$ cat src/rtl/mux_scan_pkg.sv
// Shared constants and types for the 16-channel mux scanner.
// Imported by the channel finder and the scan controller.
package mux_scan_pkg;

    localparam int N_CH  = 16;
    localparam int SEL_W = 4;
    localparam int CNT_W = 4;

    typedef enum logic [1:0] {
        S_IDLE   = 2'd0,
        S_SETTLE = 2'd1,
        S_SAMPLE = 2'd2
    } state_t;

endpackage

$ cat src/rtl/scan_next_chan.sv
// Combinational priority finder: the next enabled channel above cur,
// or the lowest enabled channel when from_start is set.
module scan_next_chan
    import mux_scan_pkg::*;
(
    input  logic [N_CH-1:0]  mask,
    input  logic [SEL_W-1:0] cur,
    input  logic             from_start,
    output logic [SEL_W-1:0] nxt,
    output logic             found
);

    logic [N_CH-1:0] cand;

    generate
        for (genvar gi = 0; gi < N_CH; gi++) begin : g_cand
            assign cand[gi] = mask[gi] && (from_start || (SEL_W'(gi) > cur));
        end
    endgenerate

    // Walk downwards so the lowest candidate wins.
    always_comb begin
        nxt   = '0;
        found = 1'b0;
        for (int i = N_CH - 1; i >= 0; i--) begin
            if (cand[i]) begin
                nxt   = SEL_W'(i);
                found = 1'b1;
            end
        end
    end

endmodule

$ cat src/rtl/mux_scan_ctrl.sv
// Sequences a 16:1 bit mux through every enabled channel, settles, samples,
// and publishes the assembled 16-bit snapshot with a one-cycle done pulse.
module mux_scan_ctrl
    import mux_scan_pkg::*;
#(
    parameter int SETTLE = 1
) (
    input  logic        clk,
    input  logic        rst_n,
    input  logic        start,
    input  logic [15:0] mask,
    input  logic        mux_out,
    output logic [3:0]  sel,
    output logic        busy,
    output logic        done,
    output logic [15:0] data
);

    localparam state_t ENTRY_STATE =
        state_t'((SETTLE == 0) ? S_SAMPLE : S_SETTLE);
    localparam logic [CNT_W-1:0] CNT_LOAD =
        CNT_W'((SETTLE == 0) ? 0 : SETTLE - 1);

    state_t             state_q, state_d;
    logic [SEL_W-1:0]   sel_q, sel_d;
    logic [CNT_W-1:0]   cnt_q, cnt_d;
    logic [N_CH-1:0]    mask_q, mask_d;
    logic [N_CH-1:0]    shadow_q, shadow_d;
    logic [N_CH-1:0]    data_q, data_d;
    logic               done_q, done_d;

    logic [N_CH-1:0]    find_mask;
    logic               find_from_start;
    logic [SEL_W-1:0]   find_nxt;
    logic               find_found;
    logic [N_CH-1:0]    captured;

    // In IDLE the finder looks at the live mask so sel can be loaded at the
    // accepting edge; during a scan it walks the latched copy.
    assign find_from_start = (state_q == S_IDLE);
    assign find_mask       = find_from_start ? mask : mask_q;

    scan_next_chan u_next (
        .mask       (find_mask),
        .cur        (sel_q),
        .from_start (find_from_start),
        .nxt        (find_nxt),
        .found      (find_found)
    );

    assign captured = shadow_q | ({{(N_CH-1){1'b0}}, mux_out} << sel_q);

    always_comb begin
        state_d  = state_q;
        sel_d    = sel_q;
        cnt_d    = cnt_q;
        mask_d   = mask_q;
        shadow_d = shadow_q;
        data_d   = data_q;
        done_d   = 1'b0;

        case (state_q)
            S_IDLE: begin
                if (start) begin
                    mask_d   = mask;
                    shadow_d = '0;
                    if (find_found) begin
                        sel_d   = find_nxt;
                        cnt_d   = CNT_LOAD;
                        state_d = ENTRY_STATE;
                    end else begin
                        data_d = '0;
                        done_d = 1'b1;
                    end
                end
            end
            S_SETTLE: begin
                if (cnt_q == '0) begin
                    state_d = S_SAMPLE;
                end else begin
                    cnt_d = cnt_q - CNT_W'(1);
                end
            end
            S_SAMPLE: begin
                shadow_d = captured;
                if (find_found) begin
                    sel_d   = find_nxt;
                    cnt_d   = CNT_LOAD;
                    state_d = ENTRY_STATE;
                end else begin
                    data_d  = captured;
                    done_d  = 1'b1;
                    state_d = S_IDLE;
                end
            end
            default: begin
                state_d = S_IDLE;
            end
        endcase
    end

    always_ff @(posedge clk or negedge rst_n) begin
        if (!rst_n) begin
            state_q  <= S_IDLE;
            sel_q    <= '0;
            cnt_q    <= '0;
            mask_q   <= '0;
            shadow_q <= '0;
            data_q   <= '0;
            done_q   <= 1'b0;
        end else begin
            state_q  <= state_d;
            sel_q    <= sel_d;
            cnt_q    <= cnt_d;
            mask_q   <= mask_d;
            shadow_q <= shadow_d;
            data_q   <= data_d;
            done_q   <= done_d;
        end
    end

    assign sel  = sel_q;
    assign busy = (state_q != S_IDLE);
    assign done = done_q;
    assign data = data_q;

endmodule

$ cat config.mk
export PLATFORM = sky130hd
export DESIGN_NAME = mux_scan_ctrl
export DESIGN_NICKNAME = d
export VERILOG_FILES = /design/src/rtl/mux_scan_pkg.sv /design/src/rtl/scan_next_chan.sv /design/src/rtl/mux_scan_ctrl.sv
export SDC_FILE = /design/constraint.sdc
export NUM_CORES = 1
export LEC_CHECK = 0
export CAP_MARGIN = 15
export CORE_UTILIZATION = 59
export DETAILED_ROUTE_END_ITERATION = 8
export GPL_TIMING_DRIVEN = 1
export PLACE_DENSITY = 0.88
export SKIP_CTS_REPAIR_TIMING = 1
export SYNTH_ARGS = -nofsm -noshare
export SYNTH_HDL_FRONTEND = slang
export SYNTH_HIERARCHICAL = 1
export SYNTH_SLANG_ARGS = --single-unit
$ cat constraint.sdc
create_clock -name clk -period 6.57 [get_ports clk]
set_input_delay 1.6425 -clock clk [delete_from_list [all_inputs] [get_ports clk]]
set_output_delay 1.6425 -clock clk [all_outputs]
set_load 0.02 [all_outputs]
Yosys cells after proc, flatten, opt, wreduce, memory -nomap -nowiden
Index checks and enable logic that the tools add are counted.

Add/subtract/negate cells: 1. Magnitude comparators: 16. Eq/ne operators: 8. Shifts and indexed selects: 1. Muxes and demuxes: 54. Bitwise gates (word level): 1. Reductions and logical operators: 42.

Operator list (count): $mux 4 (21); $mux 16 (5); $pmux 16 s2 (2); $gt 4x4->1 const A (8); $mux 1 (19); $gt 3x4->1 const A (4); $logic_and 1x1->1 (16); $logic_or 1x1->1 (16); $or 16x16->16 (1); $shl 1x4->16 (1); $pmux 4 s3 (1); $ne 2x2->1 const B (5); $gt 1x4->1 const A (2); $gt 2x4->1 const A (2); $pmux 4 s2 (1); $mux 2 (3); $pmux 2 s3 (1); $reduce_and 3->1 (2); $logic_not 4->1 (1); $reduce_and 2->1 (2); $reduce_and 4->1 (1); $reduce_bool 2->1 (2); $sub 4x1->4 const B (1); $reduce_bool 3->1 (1); 5 further kinds (5).

Register bits: 59. Input bits: 20. Output and inout port bits: 22.

Longest topological paths before layout
Gate-level depths: netlist (run 1).

Depth after elaboration: 22. Mapped depth: 13.

By module
Netlist (run 1), hierarchy kept.

By module, submodules not included: mux_scan_ctrl (times used 1, cells an instance 231, area an instance 2587.5 um^2, sequential area each 1476.4 um^2); scan_next_chan (times used 1, cells an instance 82, area an instance 518.0 um^2, sequential area each 0.0 um^2).

Least setup slack after synthesis (run 1)
Ideal clock, no wire load.

Kind: input -> register. Start: in mask[11]. End: reg data_q[10], in the netlist data[10]. Arrival: 3441 ps. Required time: 6437 ps. Setup slack: 2996 ps. Stages: 11. Cells stage by stage: mux2_2 or2_2 o211ai_1 o21ai_0 nor2_1 nand2_1 or3_1 clkbuf_1 clkbuf_1 nand2_1 o21ai_0.

Longest elaborated chain between the ends: 16. Elaborated cells on any way between the ends: 17.

Ends and longest elaborated chain: start: declaration (RTL line mux_scan_ctrl.sv:11) `input logic [15:0] mask,`; $mux 16 (*) (RTL line mux_scan_ctrl.sv:41) `assign find_mask = find_from_start ? mask : mask_q;`; $logic_and 1x1->1 (*) (RTL line scan_next_chan.sv:17) `assign cand[gi] = mask[gi] && (from_start || (SEL_W'(gi) > cur));`; $mux 1 (*) (12 in series) (RTL line scan_next_chan.sv:26) `if (cand[i]) begin`; named net find_found (RTL line mux_scan_ctrl.sv:35) `logic find_found;`; $ne 2x2->1 (no source line); $reduce_and 4->1 (no source line) (*); end signal: assignment (RTL line mux_scan_ctrl.sv:117) `data_q <= data_d;`; end: declaration (RTL line mux_scan_ctrl.sv:29) `logic [N_CH-1:0] data_q, data_d;`.

The timed path passes the listed nets; every way through them passes the cells marked *. A chain may end at the register's enable or synchronous reset.

Worst setup path after layout (run 1)
Start: in mask[11]. End: reg data_q[6], in the netlist data[6].

Longest elaborated chain between the ends: 16. Elaborated cells on any way between the ends: 17.

Ends and longest elaborated chain: $mux 16 (*) (RTL line mux_scan_ctrl.sv:41); named net find_mask[11] (RTL line mux_scan_ctrl.sv:32) `logic [N_CH-1:0] find_mask;`; $logic_and 1x1->1 (*) (RTL line scan_next_chan.sv:17); $mux 1 (*) (12 in series) (RTL line scan_next_chan.sv:26); named net find_found (RTL line mux_scan_ctrl.sv:35); $ne 2x2->1 (no source line); $reduce_and 4->1 (no source line) (*).

Marked as above.

==> results.tsv, run 1 <==
metric	value	unit
outcome	finished, final reports clean	
synthFlopType	sky130_fd_sc_hd__dfrtp_1	
final.period_utilization	0.589	
global_route.usage.total	0.259	
seq_area_frac_synth	0.475	
cts_tree	yes	
number_of_cts_inserted_buffers	9	
timing.critical_path.fanout_max	17	
drv_cap	0	
yosys_register_bits	59	
totalNegativeSetupSlack	0	ps
slew_viol_final	0	
num_io_pins	42	
critPathTopFamily	simple AND/OR/NAND/NOR gates	
pin_count_of_the_biggest_net_entering_global_routing	60	
worstSetupEndpointType	register	
count_of_distinct_cell_types_in_the_synthesized_netlist	53	
first_global_vias	2238	
detail_route.first_pass.iterations	5	
layout_setup_ws	2700	ps
final_cells	423	
route.antenna.remaining_nets	0	
leakagePower	1.56	nW
worst_slew_margin_rel	0.409	
critical-path-max-stage-delay	610	ps
grt_antenna_before_repair	0	
drt_via_density	5.97	
detail_route.iter0.violations	192	
drc_viols	0	
synth_enable_flop_cells	0	
chipHeight	74.6	um
combinationalPowerShare	0.472	
cp_cell_sequence	clkdlybuf4s50_1 -> mux2_2 -> or2_2 -> o211ai_1 -> o21ai_0 -> nor2_1 -> nand2_1 -> or3_1 -> nand2_1 -> o21ai_0	
number_of_clock_sinks	59	
antenna-diode-count	0	
gp_routability_congestion	0.794	
synth-warning-count	6	
worst_clock_skew	6.22	ps
criticalPathCategory	input port to register	
cts.clk_slew.worst_paths	70	ps
power.internal	0.982	mW
clockBufferDepth	2	
p_sw	0.639	mW
max_slew.worst_pin.slew	885	ps
timing.final.setup_violations	0	
grt_pass1_wl	10600	um
start_util	0.612	
final_number_of_hold_violating_endpoints	0	
numPlacedInstances	407	
detailed_place_hpwl	4420	um
power.clock.fraction	0.183	
wire_per_inst	15.5	um
htreeDepth	3	
p_per_area	439	nW/um^2
post_synth.cell_area_avg	9.92	um^2
insertion_delay	340	ps
hold_path_depth	2	
die_width	74.6	um
syn_inst	313	
ctsRootBufferMaster	sky130_fd_sc_hd__clkbuf_8	
ir_drop	0.264	mV
totalWireLength	6560	um
core	5070	um^2
io_buffer_count	41	
area.growth.synth_to_final	18.8	%
max_freq	259	MHz
share_seq_of_total_power	0.345	
crit_path_launch_type	input port	
netlist_area	3110	um^2
data_arrival_time_at_the_worst_slack_endpoint	4080	ps
final_core_utilization	0.727	
cpMaxStageDelayCell	sky130_fd_sc_hd__or3_1	
finish.net_count	370	
path_depth	10	
rsz0062_at_grt	false	
placement.setup.worst_slack	2380	ps
grt-ovfl-total	0	
routed-via-count	2525	
timing.critical_path.required	6780	ps
final.min_clock_period	3870	ps
synth.net_count	335	
dieArea	5560	um^2
asyncSetResetFlopFracSynth	1.00	
worstHoldPathType	register to register	
number_of_placement_rows	26	
crit_buf_inv	1	
worst_r2r_path_depth	11	
sw_frac_of_total	0.394	
drive_above_1_share	0.178	
[area by class of cell]
| class | count | area [um^2] |
|---|---|---|
| Clock buffer | 12 | 155 |
| Fill cell | 379 | 1390 |
| Tap cell | 70 | 87.6 |
| Multi-Input combinational cell | 228 | 1500 |
| Timing Repair Buffer | 44 | 428 |
| Sequential cell | 59 | 1480 |
| Clock inverter | 4 | 25.0 |
| Inverter | 6 | 22.5 |
[metrics by stage]
stage	instance area [um^2]	total power, mW	hold slack, ps
after detailed placement	3510	1.32	475
after global routing	3690	1.72	510
final	3690	1.62	484
after global placement	3510	1.28	464
after CTS	3690	1.62	489
after floorplan	3110	1.15	454
[tightest hold or removal path, cell delays in order, from the launching register on]
cell,delay [ps]
sky130_fd_sc_hd__dfrtp_1,340
sky130_fd_sc_hd__nand2_1,50
sky130_fd_sc_hd__o21ai_0,60
[cells in the mapped netlist, types with 3 or more instances]
cell type                  count  area, um^2
sky130_fd_sc_hd__clkbuf_1      4        15.0
sky130_fd_sc_hd__buf_4         5        37.5
sky130_fd_sc_hd__or2_2         3        18.8
sky130_fd_sc_hd__nor2b_1       8        50.1
sky130_fd_sc_hd__nand2b_1      7        43.8
sky130_fd_sc_hd__nand2_1      25        93.8
sky130_fd_sc_hd__dfrtp_1      59        1480
sky130_fd_sc_hd__a21oi_1      34         170
sky130_fd_sc_hd__buf_2         8        40.0
sky130_fd_sc_hd__inv_1         6        22.5
sky130_fd_sc_hd__a31oi_1       7        43.8
sky130_fd_sc_hd__o21ai_1       6        30.0
sky130_fd_sc_hd__mux2_2       35         394
sky130_fd_sc_hd__o21ai_0      24         120
sky130_fd_sc_hd__nor2_1       29         109
sky130_fd_sc_hd__nor3b_1       4        30.0
[routing by layer]
layer / up-vias / wire, um / part of all wire / GRT usage
met5: - / 0 / 0 / 0
met4: 0 / 80 / 0.012 / 0.0692
met3: 10 / 393 / 0.060 / 0.0786
met2: 93 / 3140 / 0.48 / 0.408
met1: 1237 / 2950 / 0.45 / 0.350
li1: 1185 / - / - / -
[power groups by stage]
| stage | logic, mW | clock network [mW] | registers, mW |
|---|---|---|---|
| 5_1_grt | 0.833 | 0.315 | 0.572 |
| 3_5_place_dp | 0.754 | 0 | 0.562 |
| 3_3_place_gp | 0.723 | 0 | 0.555 |
| 6_report | 0.765 | 0.297 | 0.559 |
| 4_1_cts | 0.757 | 0.302 | 0.556 |
| 2_1_floorplan | 0.631 | 0 | 0.517 |
[cell usage in the layout (no fill, tap or decap), types with 4 or more instances in the layout]
| cell type | instances |
|---|---|
| sky130_fd_sc_hd__dfrtp_1 | 59 |
| sky130_fd_sc_hd__nor2b_1 | 8 |
| sky130_fd_sc_hd__nand2_1 | 25 |
| sky130_fd_sc_hd__clkdlybuf4s50_1 | 40 |
| sky130_fd_sc_hd__o21ai_0 | 24 |
| sky130_fd_sc_hd__a21oi_1 | 34 |
| sky130_fd_sc_hd__o21ai_1 | 6 |
| sky130_fd_sc_hd__nand2b_1 | 7 |
| sky130_fd_sc_hd__a31oi_1 | 7 |
| sky130_fd_sc_hd__inv_1 | 6 |
| sky130_fd_sc_hd__nor3b_1 | 4 |
| sky130_fd_sc_hd__clkbuf_8 | 11 |
| sky130_fd_sc_hd__mux2_2 | 35 |
| sky130_fd_sc_hd__nor2_1 | 29 |
[cell families (layout without fill, tap and decap cells)]
kind of cell | Yosys count | in the layout | share of synthesized area
buffers and inverters | 26 | 66 | 0.0431
adders and majority gates | 2 | 2 | 0.00806
DFF | 59 | 59 | 0.475
and+or+nand+nor | 101 | 101 | 0.173
muxes | 37 | 37 | 0.134
AOI/OAI and AO/OA | 88 | 88 | 0.166
[path summary, 6_finish.rpt]
check                                        from               endpoint  slack, ps
hold / removal               data[14]$_DFFE_PN0P_   data[14]$_DFFE_PN0P_        480
max in group asynchronous                   rst_n    data[0]$_DFFE_PN0P_       4640
setup reg to reg           state_q[1]$_DFFE_PN0P_    data[6]$_DFFE_PN0P_       3390
min in group asynchronous                   rst_n  mask_q[6]$_DFFE_PN0P_       1430
hold reg to reg              data[14]$_DFFE_PN0P_   data[14]$_DFFE_PN0P_        480
setup / recovery                         mask[11]    data[6]$_DFFE_PN0P_       2700
[registers in the layout, indices dropped and copies added (netlist names)]
| name | count |
|---|---|
| data | 16 |
| shadow_q | 16 |
| mask_q | 16 |
| state_q | 2 |
| done | 1 |
| sel | 4 |
| cnt_q | 4 |
(Power assumes the default switching activity.)
==> run 2: changes to the inputs <==
--- a/config.mk
+++ b/config.mk
@@ -6,10 +6,10 @@
 export NUM_CORES = 1
 export LEC_CHECK = 0
 export CAP_MARGIN = 15
-export CORE_UTILIZATION = 59
+export CORE_UTILIZATION = 50
 export DETAILED_ROUTE_END_ITERATION = 8
 export GPL_TIMING_DRIVEN = 1
-export PLACE_DENSITY = 0.88
+export PLACE_DENSITY = 0.8
 export SKIP_CTS_REPAIR_TIMING = 1
 export SYNTH_ARGS = -nofsm -noshare
 export SYNTH_HDL_FRONTEND = slang
==> constraint.sdc (replaced) <==
create_clock -name clk -period 3.3 [get_ports clk]
set_input_delay 0.825 -clock clk [delete_from_list [all_inputs] [get_ports clk]]
set_output_delay 0.825 -clock clk [all_outputs]
set_load 0.02 [all_outputs]
==> run 2 against run 1 <==
Compared with the run above:
- final area grew 1.7%
- routed wire length shrank 3.4%
- global-route usage shrank 4.3 points
- worst setup slack lost 2400 ps
- critical path type unchanged
- largest cell class unchanged
- highest routed layer unchanged
==> results.tsv, run 2 (synthesized netlist as in run 1, its figures left out) <==
metric	value	unit	change
outcome	finished, final reports clean		unchanged
io_buffer_count	41		unchanged
worst_r2r_path_depth	11		unchanged
antenna-diode-count	0		unchanged
htreeDepth	3		unchanged
rsz0062_at_grt	false		unchanged
slew_viol_final	0		unchanged
gp_routability_congestion	0.885		was 0.794
ctsRootBufferMaster	sky130_fd_sc_hd__clkbuf_8		unchanged
core	5960	um^2	was 5070 um^2
max_slew.worst_pin.slew	783	ps	was 885 ps
max_freq	335	MHz	
p_per_area	884	nW/um^2	was 439 nW/um^2
num_io_pins	42		unchanged
layout.cells.most_common	sky130_fd_sc_hd__dfrtp_1		unchanged
data_arrival_time_at_the_worst_slack_endpoint	3200	ps	was 4080 ps
route.antenna.remaining_nets	0		unchanged
worst_r2r_startpoint	state_q[1]$_DFFE_PN0P_		unchanged
totalNegativeSetupSlack	0	ps	unchanged
worstSetupEndpointType	register		unchanged
holdWs	428	ps	was 484 ps
drv_cap	0		unchanged
timing.final.setup_violations	0		unchanged
ir_drop	0.445	mV	was 0.264 mV
detail_route.iter0.violations	141		was 192
final.min_clock_period	2980	ps	
most-common-layout-cells	sky130_fd_sc_hd__dfrtp_1 (59), sky130_fd_sc_hd__clkdlybuf4s50_1 (40), sky130_fd_sc_hd__mux2_2 (35), sky130_fd_sc_hd__a21oi_1 (34), sky130_fd_sc_hd__nor2_1 (29)		unchanged
timing.critical_path.required	3520	ps	was 6780 ps
dieArea	6530	um^2	was 5560 um^2
drive_above_1_share	0.188		was 0.178
number_of_clock_sinks	59		unchanged
area.growth.synth_to_final	20.8	%	was 18.8%
final_number_of_hold_violating_endpoints	0		unchanged
cts.clk_slew.worst_paths	70	ps	about the same
crit_path_launch_type	input port		unchanged
wire_per_inst	14.7	um	was 15.5 um
clockBufferDepth	2		unchanged
pwr_total	3.31	mW	was 1.62 mW
final.period_utilization	0.904		
grt_antenna_before_repair	0		unchanged
global_route.usage.total	0.216		was 0.259
routed-via-count	2398		was 2525
pin_count_of_the_biggest_net_entering_global_routing	40		was 60
cts_tree	yes		unchanged
rr_endpoint	data[2]$_DFFE_PN0P_		was data[6]$_DFFE_PN0P_
grt-ovfl-total	0		unchanged
insertion_delay	350	ps	was 340 ps
number_of_cts_inserted_buffers	9		unchanged
drt_via_density	5.56		was 5.97
timing.critical_path.fanout_max	17		unchanged
detailed_place_hpwl	4370	um	was 4420 um
grt_pass1_wl	10600	um	about the same
chipHeight	80.8	um	was 74.6 um
criticalPathCategory	input port to register		unchanged
first_global_vias	2294		was 2238
drc_viols	0		unchanged
number_of_placement_rows	28		was 26
worst_clock_skew	11.1	ps	was 6.22 ps
worst_slew_margin_rel	0.478		was 0.409
die_width	80.8	um	was 74.6 um
finish.net_count	373		was 370
start_util	0.521		was 0.612
worstHoldPathType	input port to asynchronous set/reset pin		was register to register
leakagePower	1.59	nW	was 1.56 nW
totalWireLength	6340	um	was 6560 um
regToRegSetupSlack	320	ps	was 3390 ps
detail_route.first_pass.iterations	4		was 5
-- run 2: changes by cell type in the layout (fill, tap and decap cells not counted) --
cell / before / now
sky130_fd_sc_hd__buf_12: 0 / 1
sky130_fd_sc_hd__buf_4: 3 / 5
sky130_fd_sc_hd__bufinv_16: 0 / 1
sky130_fd_sc_hd__clkbuf_1: 1 / 0
sky130_fd_sc_hd__clkbuf_8: 11 / 9
sky130_fd_sc_hd__clkinv_2: 2 / 1
sky130_fd_sc_hd__clkinv_4: 0 / 2
sky130_fd_sc_hd__inv_6: 0 / 1
-- run 2: worst max-delay path by stage --
stage,end,from,cells after the start
final,data[2]$_DFFE_PN0P_,mask[11],10
after global routing,data[12]$_DFFE_PN0P_,state_q[1]$_DFFE_PN0P_,11
after CTS,data[1]$_DFFE_PN0P_,state_q[1]$_DFFE_PN0P_,11
after detailed placement,data[9]$_DFFE_PN0P_,mask[11],10
after global placement,data[6]$_DFFE_PN0P_,mask[11],10
after floorplan,data[10]$_DFFE_PN0P_,state_q[1]$_DFFE_PN0P_,13
-- run 2: final cells by class --
| type | count | area, um^2 |
|---|---|---|
| fillers | 496 | 2200 |
| multi-input cells | 228 | 1500 |
| flip-flops and latches | 59 | 1480 |
| repair buffers | 47 | 463 |
| clock buffers | 9 | 124 |
| well taps | 75 | 93.8 |
| clock inverters | 7 | 76.3 |
| inverters | 6 | 22.5 |
-- run 2: metrics by stage --
stage	instances	worst slack (ps)	utilization	instance area (um^2)
6_report	431	316	0.630	3750
3_5_place_dp	415	-31.6	0.596	3550
3_3_place_gp	415	22.7	0.596	3550
5_1_grt	431	104	0.630	3750
4_1_cts	431	327	0.630	3750
2_1_floorplan	313	255	-	3110
-- run 2: per-layer routing --
metal / global-route usage / up-vias / wire length, um
met5: 0 / - / 0
met4: 0.107 / 0 / 91
met3: 0.0506 / 7 / 315
met2: 0.334 / 63 / 2860
met1: 0.285 / 1136 / 3070
li1: - / 1192 / -
-- run 2: critical path: stages --
cell and delay, ps:
sky130_fd_sc_hd__clkdlybuf4s50_1 410, sky130_fd_sc_hd__mux2_2 280, sky130_fd_sc_hd__or2_2 290, sky130_fd_sc_hd__o211ai_1 130, sky130_fd_sc_hd__o21ai_0 160, sky130_fd_sc_hd__nor2_1 150, sky130_fd_sc_hd__nand2_1 90, sky130_fd_sc_hd__or3_1 610
sky130_fd_sc_hd__nand2_1 150, sky130_fd_sc_hd__o21ai_0 100
-- run 2: power breakdown --
part,internal (mW),switching [mW],leakage [nW]
logic,0.789,0.775,0.719
clock network,0.352,0.310,0.0958
registers,0.895,0.195,0.773
==> run 3: changes to the inputs <==
--- a/config.mk
+++ b/config.mk
@@ -7,6 +7,7 @@
 export LEC_CHECK = 0
 export CAP_MARGIN = 15
 export CORE_UTILIZATION = 50
+export CTS_CLUSTER_DIAMETER = 80
 export DETAILED_ROUTE_END_ITERATION = 8
 export GPL_TIMING_DRIVEN = 1
 export PLACE_DENSITY = 0.8
@@ -15,3 +16,4 @@
 export SYNTH_HDL_FRONTEND = slang
 export SYNTH_HIERARCHICAL = 1
 export SYNTH_SLANG_ARGS = --single-unit
+export TNS_END_PERCENT = 5
==> results of run 3 <==
Same layout as run 2: the final DEF is identical, and so are final timing and power.
